[config.mk]
export PLATFORM = sky130hd
export DESIGN_NAME = fadd_operand_loader
export DESIGN_NICKNAME = d
export VERILOG_FILES = /design/src/rtl/fadd_operand_loader.sv
export SDC_FILE = /design/constraint.sdc
export NUM_CORES = 1
export LEC_CHECK = 0
export ABC_CLOCK_PERIOD_IN_PS = 1750
export BUFFER_PORTS_ARGS = -buffer_cell sky130_fd_sc_hd__buf_4
export CAP_MARGIN = 20
export CORE_MARGIN = 2
export CORE_UTILIZATION = 50
export CTS_BUF_LIST = sky130_fd_sc_hd__clkbuf_8
export CTS_CLUSTER_SIZE = 8
export DETAILED_ROUTE_END_ITERATION = 7
export GPL_TIMING_DRIVEN = 0
export PLACE_DENSITY = 0.86
export SETUP_SLACK_MARGIN = 0.5
export SLEW_MARGIN = 5
export SYNTH_ARGS = -nofsm -noshare
export SYNTH_HDL_FRONTEND = slang
export SYNTH_SLANG_ARGS = --single-unit
[constraint.sdc]
create_clock -name clk -period 1.75 [get_ports clk]
set_clock_uncertainty 0.05 [all_clocks]
set_input_delay 0.2625 -clock clk [delete_from_list [all_inputs] [get_ports clk]]
set_output_delay 0.2625 -clock clk [all_outputs]
set_load 0.03 [all_outputs]
[src/rtl/fadd_operand_loader.sv]
// Collects two big-endian 32-bit operands from a UART byte stream, hands them to fadd and returns its answer.
// Optional inter-byte timeout is built when FADD_LOADER_TIMEOUT_EN is defined.
module fadd_operand_loader #(
    parameter int TIMEOUT_CYCLES = 104160
) (
    input  logic        clk,
    input  logic        rst,
    input  logic [7:0]  rdata,
    input  logic        rdata_ready,
    input  logic        ferr,
    output logic [31:0] operand1,
    output logic [31:0] operand2,
    output logic        input_ready,
    input  logic [31:0] answer,
    input  logic        answer_ready,
    output logic        received,
    output logic [31:0] result,
    output logic        result_valid,
    output logic [1:0]  err_flags
);

    localparam logic [1:0] S_OP1   = 2'd0;
    localparam logic [1:0] S_OP2   = 2'd1;
    localparam logic [1:0] S_ISSUE = 2'd2;
    localparam logic [1:0] S_ACK   = 2'd3;

    if (TIMEOUT_CYCLES < 2) begin : g_bad_timeout
        $error("TIMEOUT_CYCLES must be at least 2");
    end

    logic [1:0]  state_q, state_d;
    logic [1:0]  cnt_q, cnt_d;
    logic [31:0] op1_q, op1_d;
    logic [31:0] op2_q, op2_d;
    logic [31:0] result_q, result_d;
    logic [1:0]  err_q, err_d;
    logic        ack_q, ack_d;
    logic        accept;

`ifdef FADD_LOADER_TIMEOUT_EN
    localparam int TMO_W = $clog2(TIMEOUT_CYCLES + 1);
    logic [TMO_W-1:0] tmo_q, tmo_d;
    logic             tmo_run;
    logic             tmo_hit;

    // The timer only runs while a pair is partially received.
    assign tmo_run = ((state_q == S_OP1) && (cnt_q != 2'd0)) || (state_q == S_OP2);
    assign tmo_hit = tmo_run && (tmo_q == TMO_W'(TIMEOUT_CYCLES - 1));
`endif

    assign accept = rdata_ready && !ferr && ((state_q == S_OP1) || (state_q == S_OP2));

    always_comb begin
        // NOTE: every next-state signal gets a default first so no path infers a latch.
        state_d  = state_q;
        cnt_d    = cnt_q;
        op1_d    = op1_q;
        op2_d    = op2_q;
        result_d = result_q;
        err_d    = err_q;
        ack_d    = (state_q == S_ACK);
`ifdef FADD_LOADER_TIMEOUT_EN
        tmo_d    = (accept || !tmo_run) ? '0 : tmo_q + TMO_W'(1);
`endif
        case (state_q)
            S_OP1, S_OP2: begin
                if (rdata_ready) begin
                    if (ferr) begin
                        err_d[0] = 1'b1;
                        cnt_d    = 2'd0;
                        state_d  = S_OP1;
                    end else begin
                        if (state_q == S_OP1) op1_d = {op1_q[23:0], rdata};
                        else                  op2_d = {op2_q[23:0], rdata};
                        cnt_d = cnt_q + 2'd1;
                        if (cnt_q == 2'd3) state_d = (state_q == S_OP1) ? S_OP2 : S_ISSUE;
                    end
                end
`ifdef FADD_LOADER_TIMEOUT_EN
                else if (tmo_hit) begin
                    cnt_d   = 2'd0;
                    state_d = S_OP1;
                end
`endif
            end
            S_ISSUE: begin
                if (rdata_ready) err_d[1] = 1'b1;
                if (answer_ready) begin
                    result_d = answer;
                    state_d  = S_ACK;
                end
            end
            default: begin
                if (rdata_ready) err_d[1] = 1'b1;
                state_d = S_OP1;
            end
        endcase
    end

    always_ff @(posedge clk) begin
        // NOTE: sequential state uses non-blocking assignment so all registers update from pre-edge values.
        if (rst) begin
            state_q  <= S_OP1;
            cnt_q    <= 2'd0;
            op1_q    <= 32'd0;
            op2_q    <= 32'd0;
            result_q <= 32'd0;
            err_q    <= 2'b00;
            ack_q    <= 1'b0;
`ifdef FADD_LOADER_TIMEOUT_EN
            tmo_q    <= '0;
`endif
        end else begin
            state_q  <= state_d;
            cnt_q    <= cnt_d;
            op1_q    <= op1_d;
            op2_q    <= op2_d;
            result_q <= result_d;
            err_q    <= err_d;
            ack_q    <= ack_d;
`ifdef FADD_LOADER_TIMEOUT_EN
            tmo_q    <= tmo_d;
`endif
        end
    end

    assign operand1     = op1_q;
    assign operand2     = op2_q;
    assign input_ready  = (state_q == S_ISSUE);
    assign received     = ack_q;
    assign result_valid = ack_q;
    assign result       = result_q;
    assign err_flags    = err_q;

endmodule

==> results of run 1 <==
[placed cells by master, fill, tap and decap left out, drive strengths merged, types with 2 or more instances in the layout]
master    instances
a21oi            99
buf             197
clkbuf           24
clkinvlp          3
dfxtp           103
inv               2
mux2i             2
nand2           193
nor2              7
nor2b             4
nor3              2
nor4bb            2
[per-layer routing]
layer | part of all wire, % | vias to the layer above | wire length [um]
li1 | - | 1847 | -
met1 | 37 | 1915 | 4690
met2 | 51 | 223 | 6460
met3 | 8.8 | 39 | 1120
met4 | 3.1 | 0 | 398
met5 | 0 | - | 0
[power groups by stage]
stage               Sequential, uW  Clock [uW]  Combinational, uW
detailed placement            2430           0                254
CTS                           2370        1550                274
floorplan                     2450           0               92.1
global placement              2420           0                250
finish                        2370        1560                317
global route                  2370        1650                335
[through the flow]
| step | setup slack (ns) | util (%) |
|---|---|---|
| final | 0.213 | 84.7 |
| after global routing | 0.152 | 84.7 |
| after CTS | 0.233 | 76.5 |
| after detailed placement | 0.157 | 68.7 |
| after global placement | 0.171 | 68.7 |
| after floorplan | 0.287 | - |
[state kept, by name, summed over array words and instances, names as in the netlist]
register	count
cnt_q	2
result	32
received	1
err_flags	2
operand1	32
state_q	2
operand2	32
[worst max path at each step]
stage | start | end | cells past startpoint
after detailed placement | ferr | operand1[31] | 6
after floorplan | state_q[0] | operand1[21] | 6
after global routing | state_q[0] | operand1[7] | 7
after CTS | state_q[0] | operand1[17] | 6
after global placement | ferr | operand1[26] | 6
final | state_q[0] | operand1[7] | 7
[logic make-up after synthesis]
kind of cell	count (synthesis)	synth area share [%]
adders and majority gates	1	0.336
buffers and inverters	36	5.08
AOI/OAI and AO/OA	100	14.6
and+or+nand+nor	213	24.0
DFF	103	55.5
muxes	2	0.538
[area by class of cell]
cell class | instances | share of cell area (%)
Buffer | 36 | 6.12
Clock buffer | 9 | 2.03
Clock inverter | 7 | 1.33
Multi-Input combinational cell | 316 | 29.5
Sequential cell | 103 | 34.7
Tap cell | 99 | 2.03
Timing Repair Buffer | 176 | 24.3
[worst max-delay path: stages (launching register included)]
cell and delay [ns]:
dfxtp_2 0.33, buf_6 0.11, buf_4 0.14, nor4b_4 0.30, buf_6 0.18, buf_4 0.14
nand2_1 0.07, a21oi_1 0.16
[repair_timing]
action                     4_1_cts  5_1_grt
cloned                          11        6
hold buffers                     0        0
gates resized for setup         71      137
setup buffers                    9        6
setup endpoints to repair      103      128
pin swaps                       14       41
==> results.sh, run 1 <==
export IMPL_outcome="complete, no violations"
export IMPL_final_area_um2=6110
export IMPL_top_usage_layer="met2"
export IMPL_grt_use_met1_pct=30.2
export IMPL_n_fill_cell=388
export IMPL_cts_tree="built"
export IMPL_fin_crit_sh_pct=87.8
export IMPL_syn_inst=455
export IMPL_hold_path_class="input pin to flip-flop"
export IMPL_holdPathStages=3
export IMPL_vias_per_cell=5.39
export IMPL_ys_warn_count=0
export IMPL_swShare_pct=25.1
export IMPL_r2r_end="operand1[7]"
export IMPL_hold_violations=0
export IMPL_insertion_delay_ns=0.38
export IMPL_max_slew_margin_rel_pct=49.1
export IMPL_synthArstFlopShare_pct=0
export IMPL_wl_per_cell_um=17.0
export IMPL_grt_pass1_vias=3725
export IMPL_holdWs_ns=0.0775
export IMPL_ff2ff_path_depth=7
export IMPL_grt_max_degree=19
export IMPL_p_clk_share_pct=36.8
export IMPL_pwr_share_seq_pct=55.8
export IMPL_row_count=31
export IMPL_coreArea_um2=7210
export IMPL_reg2reg_setup_slack_ns=0.21
export IMPL_p_per_area_nw_per_um2=695
export IMPL_min_to="result[25]"
export IMPL_io_pins=146
export IMPL_synth_seq_area_share_pct=55.5
export IMPL_final_nets=688
export IMPL_cts_max_level=3
export IMPL_dp_cells=698
export IMPL_slew_viol_final=0
export IMPL_seqCellArea_um2=2120
export IMPL_ys_ff_latch=103
export IMPL_drtPass1Iterations=5
export IMPL_area_growth_synth_to_final_pct=64.3
export IMPL_grt_antenna_before_repair=0
export IMPL_syn_nets=501
export IMPL_power_frac_comb_pct=7.5
export IMPL_end_kind="flip-flop"
export IMPL_power_switching_uw=1070
export IMPL_hpwl_um=7210
export IMPL_cts_inserted_buffers=9
export IMPL_place_area_um2=4960
export IMPL_synth_top_area_cell="dfxtp_1"
export IMPL_drtIter0Drc=208
export IMPL_grt_pass1_wl_um=17100
export IMPL_synth_top_cells_by_count="nand2_1, dfxtp_1, a21oi_1"
export IMPL_dieHeight_um=90.2
export IMPL_stdcell_count=746
export IMPL_overflow=0
export IMPL_leakage_uw=0.00266
export IMPL_cts_max_path_buffers=2
export IMPL_clockRootBuffer="clkbuf_8"
export IMPL_cap_violations=0
export IMPL_setup_viol=0
export IMPL_critPathKind="flip-flop to flip-flop"
export IMPL_worstPathRequired_ns=2.00
export IMPL_use_met3_pct=6.79
export IMPL_netlist_area_leader_share_pct=55.5
export IMPL_yosysMostFrequentCell="nand2_1"
export IMPL_grt_util_met2_pct=44.9
export IMPL_ys_types=22
export IMPL_start_util_pct=51.5
export IMPL_remaining_drc_errors=0
export IMPL_finalPower_uw=4240
export IMPL_layout_drive_gt1_share_pct=52.1
export IMPL_totalWireLength_um=12700
export IMPL_ir_drop_mv=0.576
export IMPL_tns_ns=0
export IMPL_cp_max_fo=5
export IMPL_fp_dieW_um=90.2
export IMPL_fmax_mhz=650
export IMPL_multiInputGateArea_um2=1800
export IMPL_track_usage_pct=25.6
export IMPL_grt_setup_unrepaired="true"
export IMPL_period_needed_ns=1.54
export IMPL_n_antenna_cell=0
export IMPL_clock_sink_count=103
export IMPL_syn_cell_area_um2=3720
export IMPL_ant_nets=0
export IMPL_tightest_slew_ns=0.764
export IMPL_gp_congestion=0.799
export IMPL_internal_power_uw=3180
export IMPL_ys_top_cells_by_area="dfxtp_1, nand2_1, a21oi_1"
export IMPL_r2r_start="state_q[0]"
export IMPL_syn_avg_cell_area_um2=8.17
export IMPL_place_port_buffers=144
export IMPL_cp_start_kind="flip-flop"
export IMPL_hold_start="answer[25]"
export IMPL_vias=4024
export IMPL_clk_pin_slew_ns=0.11
export IMPL_cp_arrival_ns=1.79
export IMPL_dieArea_um2=8140
export IMPL_synth_edf_count=0
export IMPL_ys_flop_type="dfxtp_1"
(Power assumes the default switching activity.)
==> run 2: changes to the inputs <==
ABC_AREA = 1   (was unset)
ABC_CLOCK_PERIOD_IN_PS = 1400   (was 1750)
CORE_UTILIZATION = 45   (was 50)
PLACE_DENSITY = 0.81   (was 0.86)
clock period = 1.4 ns   (was 1.75 ns; I/O delays follow)
==> results.sh, run 2 <==
export IMPL_outcome="complete, but fails checks"
export IMPL_failed_checks="negative setup slack"
export IMPL_drtIter0Drc=509
export IMPL_dp_cells=722
export IMPL_slew_viol_final=0
export IMPL_gp_congestion=0.805
export IMPL_r2r_end="result[6]"
export IMPL_ys_flop_type="dfxtp_1"
export IMPL_slowest_delay_ns=0.35
export IMPL_vias_per_cell=6.30
export IMPL_track_usage_pct=34.3
export IMPL_insertion_delay_ns=0.40
export IMPL_holdPathStages=3
export IMPL_wl_per_cell_um=25.7
export IMPL_max_slew_margin_rel_pct=40.8
export IMPL_cp_num_buf_inv=6
export IMPL_row_count=33
export IMPL_start_util_pct=46.3
export IMPL_mostFrequentLayoutCell="buf_4"
export IMPL_end_kind="flip-flop"
export IMPL_grt_pass1_wl_um=23800
export IMPL_leakage_uw=0.00317
export IMPL_r2r_start="state_q[0]"
export IMPL_coreArea_um2=8220
export IMPL_hold_violations=0
export IMPL_cap_violations=0
export IMPL_syn_avg_cell_area_um2=8.02
export IMPL_tightest_slew_ns=0.888
export IMPL_layout_drive_gt1_share_pct=76.8
export IMPL_place_port_buffers=143
export IMPL_grt_setup_unrepaired="true"
export IMPL_clk_pin_slew_ns=0.13
export IMPL_min_to="result[5]"
export IMPL_dieHeight_um=95.9
export IMPL_cp_depth=9
export IMPL_critPathKind="flip-flop to flip-flop"
export IMPL_cts_inserted_buffers=9
export IMPL_area_growth_synth_to_final_pct=105
export IMPL_slowest_stage="a21oi_2"
export IMPL_hold_path_class="input pin to flip-flop"
export IMPL_final_cell_mix="buf_4, buf_6, dfxtp_2, nor2_1, a21oi_2"
export IMPL_final_nets=801
export IMPL_syn_cell_area_um2=3800
export IMPL_final_util_pct=94.8
export IMPL_synthArstFlopShare_pct=0
export IMPL_ys_types=21
export IMPL_fmax_mhz=613
export IMPL_hold_start="answer[5]"
export IMPL_io_pins=146
export IMPL_n_antenna_cell=0
export IMPL_cts_max_path_buffers=2
export IMPL_p_per_area_nw_per_um2=820
export IMPL_cpMostUsedCell="buf_6"
export IMPL_period_needed_ns=1.63
export IMPL_dieArea_um2=9200
export IMPL_cts_hold_buffers=0
export IMPL_crit_family="buffers and inverters"
export IMPL_stdcell_count=865
export IMPL_drtPass1Iterations=5
export IMPL_syn_inst=474
export IMPL_cp_max_fo=6
export IMPL_grt_antenna_before_repair=0
export IMPL_ant_nets=0
export IMPL_synth_seq_area_share_pct=54.2
export IMPL_ys_ff_latch=103
export IMPL_setup_viol=77
export IMPL_yosysMostFrequentCell="dfxtp_1"
export IMPL_cts_tree="built"
export IMPL_grt_pass1_vias=4808
export IMPL_vias=5447
export IMPL_clock_sink_count=103
export IMPL_syn_nets=520
export IMPL_overflow=0
export IMPL_cp_arrival_ns=1.87
export IMPL_grt_max_degree=20
export IMPL_synth_edf_count=0
export IMPL_totalWireLength_um=22200
export IMPL_ir_drop_mv=0.657
export IMPL_cp_start_kind="flip-flop"
export IMPL_hpwl_um=7790
export IMPL_cts_max_level=3
export IMPL_crit_chain="buf_6 > inv_6 > nand2_4 > inv_4 > buf_4 > buf_6 > buf_6 > nand3_2 > a21oi_2"
export IMPL_synth_top_area_cell="dfxtp_1"
export IMPL_fp_dieW_um=95.9
export IMPL_synth_top_cells_by_count="dfxtp_1, nand2_1, nor2_1"
export IMPL_ys_warn_count=0
export IMPL_remaining_drc_errors=0
export IMPL_netlist_area_leader_share_pct=54.2
export IMPL_fin_crit_sh_pct=116
export IMPL_fin_ws_ns=-0.231
export IMPL_clockRootBuffer="clkbuf_8"
export IMPL_ff2ff_path_depth=9
export IMPL_reg2reg_setup_slack_ns=-0.23
export IMPL_ys_top_cells_by_area="dfxtp_1, a21oi_1, nand2_1"
export IMPL_worstPathRequired_ns=1.64
## run 2: worst max path at each step
stage | from | end
4_1_cts | state_q[0] | input_ready
2_1_floorplan | state_q[1] | operand2[13]
5_1_grt | state_q[0] | operand1[8]
3_3_place_gp | rst | operand2[22]
6_report | state_q[0] | result[6]
3_5_place_dp | rst | operand2[15]
## run 2: area by class of cell
cell class | count | area [um2]
Timing Repair Buffer | 268 | 2470
Multi-Input combinational cell | 324 | 2350
Sequential cell | 103 | 2220
Fill cell | 214 | 424
Buffer | 43 | 373
Tap cell | 105 | 131
Clock buffer | 9 | 124
Clock inverter | 7 | 86.3
Inverter | 6 | 40.0
## run 2: per-stage QoR
stage	setup slack, ns	hold slack (ns)	cell area, um2	setup TNS (ns)	power (uW)
final	-0.231	0.00249	7790	-5.83	6390
after global routing	-0.219	0.0128	7790	-7.53	6500
after CTS	-0.0478	0.0216	7020	-0.311	6070
after detailed placement	0.0591	0.405	5150	0	3910
after global placement	0.0880	0.400	5150	0	3890
after floorplan	0.308	0.306	3950	0	3600
## run 2: cells by family after synthesis
| kind of cell | Yosys count | synth area share, % |
|---|---|---|
| fa+ha+maj | 1 | 0.329 |
| compound gates | 101 | 13.3 |
| simple gates | 220 | 25.9 |
| flops | 103 | 54.2 |
| buf+inv | 49 | 6.25 |
## run 2: routing by layer
layer	vias to the layer above	routed length (um)	track usage, %
li1	2177	-	-
met5	-	39	0
met3	217	2090	9.48
met2	507	10800	63.6
met1	2544	6940	34.4
met4	2	2330	19.0
## run 2: timing repair
item                                    in CTS  in global routing
setup buffers                               84                 29
pin swaps                                   55                 44
resized for setup                          343                131
endpoints found under the setup margin     202                204
cloned                                      12                  2
## run 2: worst reg2reg max path: cells and delay by family, from the launching register on
| kind | cells | cell delay [ns] |
|---|---|---|
| buffers and inverters | 6 | 0.64 |
| and+or+nand+nor | 2 | 0.15 |
| DFF | 1 | 0.34 |
| AOI/OAI and AO/OA | 1 | 0.35 |
## run 2: report_power, final
group | internal, uW | switching (uW) | total [uW]
Combinational | 497 | 720 | 1220
Clock | 869 | 1220 | 2090
Sequential | 3000 | 76.8 | 3080
Total | 4370 | 2020 | 6390
==> run 3: changes to the inputs <==
ABC_AREA = unset   (was 1)
PLACE_DENSITY = 0.82   (was 0.81)
==> results.sh, run 3 (synthesis results as in run 1) <==
export IMPL_outcome="complete, but fails checks"
export IMPL_failed_checks="negative setup slack"
export IMPL_n_fill_cell=378
export IMPL_final_cell_mix="nand2_1, buf_4, buf_6, dfxtp_2, a21oi_2"
export IMPL_slew_viol_final=0
export IMPL_clk_pin_slew_ns=0.10
export IMPL_start_util_pct=45.9
export IMPL_seqCellArea_um2=2200
export IMPL_layout_drive_gt1_share_pct=72.7
export IMPL_place_port_buffers=144
export IMPL_fmax_mhz=633
export IMPL_stdcell_count=819
export IMPL_ir_drop_mv=0.597
export IMPL_power_switching_uw=1300
export IMPL_cts_tree="built"
export IMPL_fp_dieW_um=94.9
export IMPL_p_per_area_nw_per_um2=749
export IMPL_cap_violations=0
export IMPL_grt_max_degree=17
export IMPL_ant_nets=0
export IMPL_hpwl_um=7340
export IMPL_wl_met3_um=1110
export IMPL_dieArea_um2=9010
export IMPL_coreArea_um2=8090
export IMPL_leakage_uw=0.00313
export IMPL_grt_pass1_wl_um=18200
export IMPL_mostFrequentLayoutCell="nand2_1"
export IMPL_cts_max_level=3
export IMPL_dp_cells=704
export IMPL_clock_sink_count=103
export IMPL_grt_antenna_before_repair=0
export IMPL_gp_congestion=0.777
export IMPL_final_nets=756
export IMPL_n_antenna_cell=0
export IMPL_multiInputGateArea_um2=1950
export IMPL_internal_power_uw=4010
export IMPL_worstPathRequired_ns=1.62
export IMPL_finalPower_uw=5310
export IMPL_end_kind="flip-flop"
export IMPL_clockRootBuffer="clkbuf_8"
export IMPL_cp_start_kind="flip-flop"
export IMPL_hold_violations=0
export IMPL_place_area_um2=5040
export IMPL_power_frac_comb_pct=8.2
export IMPL_post_place_ws_ns=-0.151
export IMPL_fin_ws_ns=-0.179
export IMPL_cp_max_fo=8
export IMPL_row_count=33
export IMPL_hold_path_class="input pin to flip-flop"
export IMPL_cp_arrival_ns=1.80
export IMPL_critPathKind="flip-flop to flip-flop"
export IMPL_pwr_share_seq_pct=55.8
export IMPL_grt_pass1_vias=3972
export IMPL_cts_max_path_buffers=2
export IMPL_swShare_pct=24.4
export IMPL_track_usage_pct=25.9
export IMPL_remaining_drc_errors=0
export IMPL_dieHeight_um=94.9
export IMPL_holdWs_ns=0.0247
export IMPL_wl_met2_um=8090
export IMPL_grt_setup_unrepaired="true"
export IMPL_drtPass1Iterations=5
export IMPL_fin_crit_sh_pct=113
export IMPL_tightest_slew_ns=0.852
export IMPL_period_needed_ns=1.58
export IMPL_vias=4368
export IMPL_io_pins=146
export IMPL_drtIter0Drc=159
export IMPL_setup_viol=96
export IMPL_top_layer="met4"
export IMPL_insertion_delay_ns=0.36
export IMPL_area_growth_synth_to_final_pct=90.7
export IMPL_vias_per_cell=5.33
export IMPL_max_slew_margin_rel_pct=43.2
export IMPL_overflow=0
export IMPL_p_clk_share_pct=36.0
export IMPL_final_area_um2=7090
export IMPL_totalWireLength_um=15300
export IMPL_wl_per_cell_um=18.7
export IMPL_wl_met1_um=5540
export IMPL_cts_inserted_buffers=9
-- run 3: timing repair --
| item | in CTS | in global routing |
|---|---|---|
| setup buffers | 60 | 31 |
| cloned | 8 | 1 |
| endpoints found under the setup margin | 202 | 204 |
| hold buffers | 0 | 0 |
| gates resized for setup | 256 | 121 |
| pin swaps | 11 | 51 |
-- run 3: power groups by stage --
stage | Combinational (uW) | Clock, uW | Sequential [uW]
finish | 437 | 1910 | 2960
global route | 456 | 2050 | 2960
CTS | 375 | 1880 | 2960
detailed placement | 321 | 0 | 3030
global placement | 316 | 0 | 3030
floorplan | 118 | 0 | 3060
-- run 3: worst paths after layout --
kind                                   start            to  slack (ns)  cells past startpoint
worst max-delay path              state_q[1]   operand2[6]       -0.18                      6
worst min-delay path              answer[11]    result[11]        0.02                      3
worst max register to register    state_q[1]   operand2[6]       -0.18                      6
worst min register to register  operand1[28]  operand1[28]        0.41                      2
-- run 3: per-stage QoR --
step / utilization (%) / setup TNS, ns
CTS: 79.3 / -4.33
global route: 87.6 / -11.22
global placement: 62.3 / -3.61
detailed placement: 62.3 / -3.97
finish: 87.6 / -8.00
floorplan: - / -1.48
-- run 3: layout make-up --
| cell class | instances | share of cell area [%] |
|---|---|---|
| timing repair buffer | 244 | 32.3 |
| sequential | 103 | 31.0 |
| multi-input combinational | 316 | 27.5 |
| buffer | 36 | 4.61 |
| clock buffer | 10 | 1.94 |
| tap | 105 | 1.85 |
| clock inverter | 5 | 0.829 |
-- run 3: critical path, stage by stage (launching register included) --
cell and delay (ns):
dfxtp_2 0.35, buf_8 0.13, nor4bb_1 0.24, buf_4 0.27, buf_6 0.16, nand2_1 0.08
a21oi_1 0.20
-- run 3: routing by layer --
metal  global-route usage, %  vias up
met2                    47.2      222
met5                       0        -
met1                    28.1     2116
met4                    10.3        0
met3                    7.42       54
li1                        -     1976
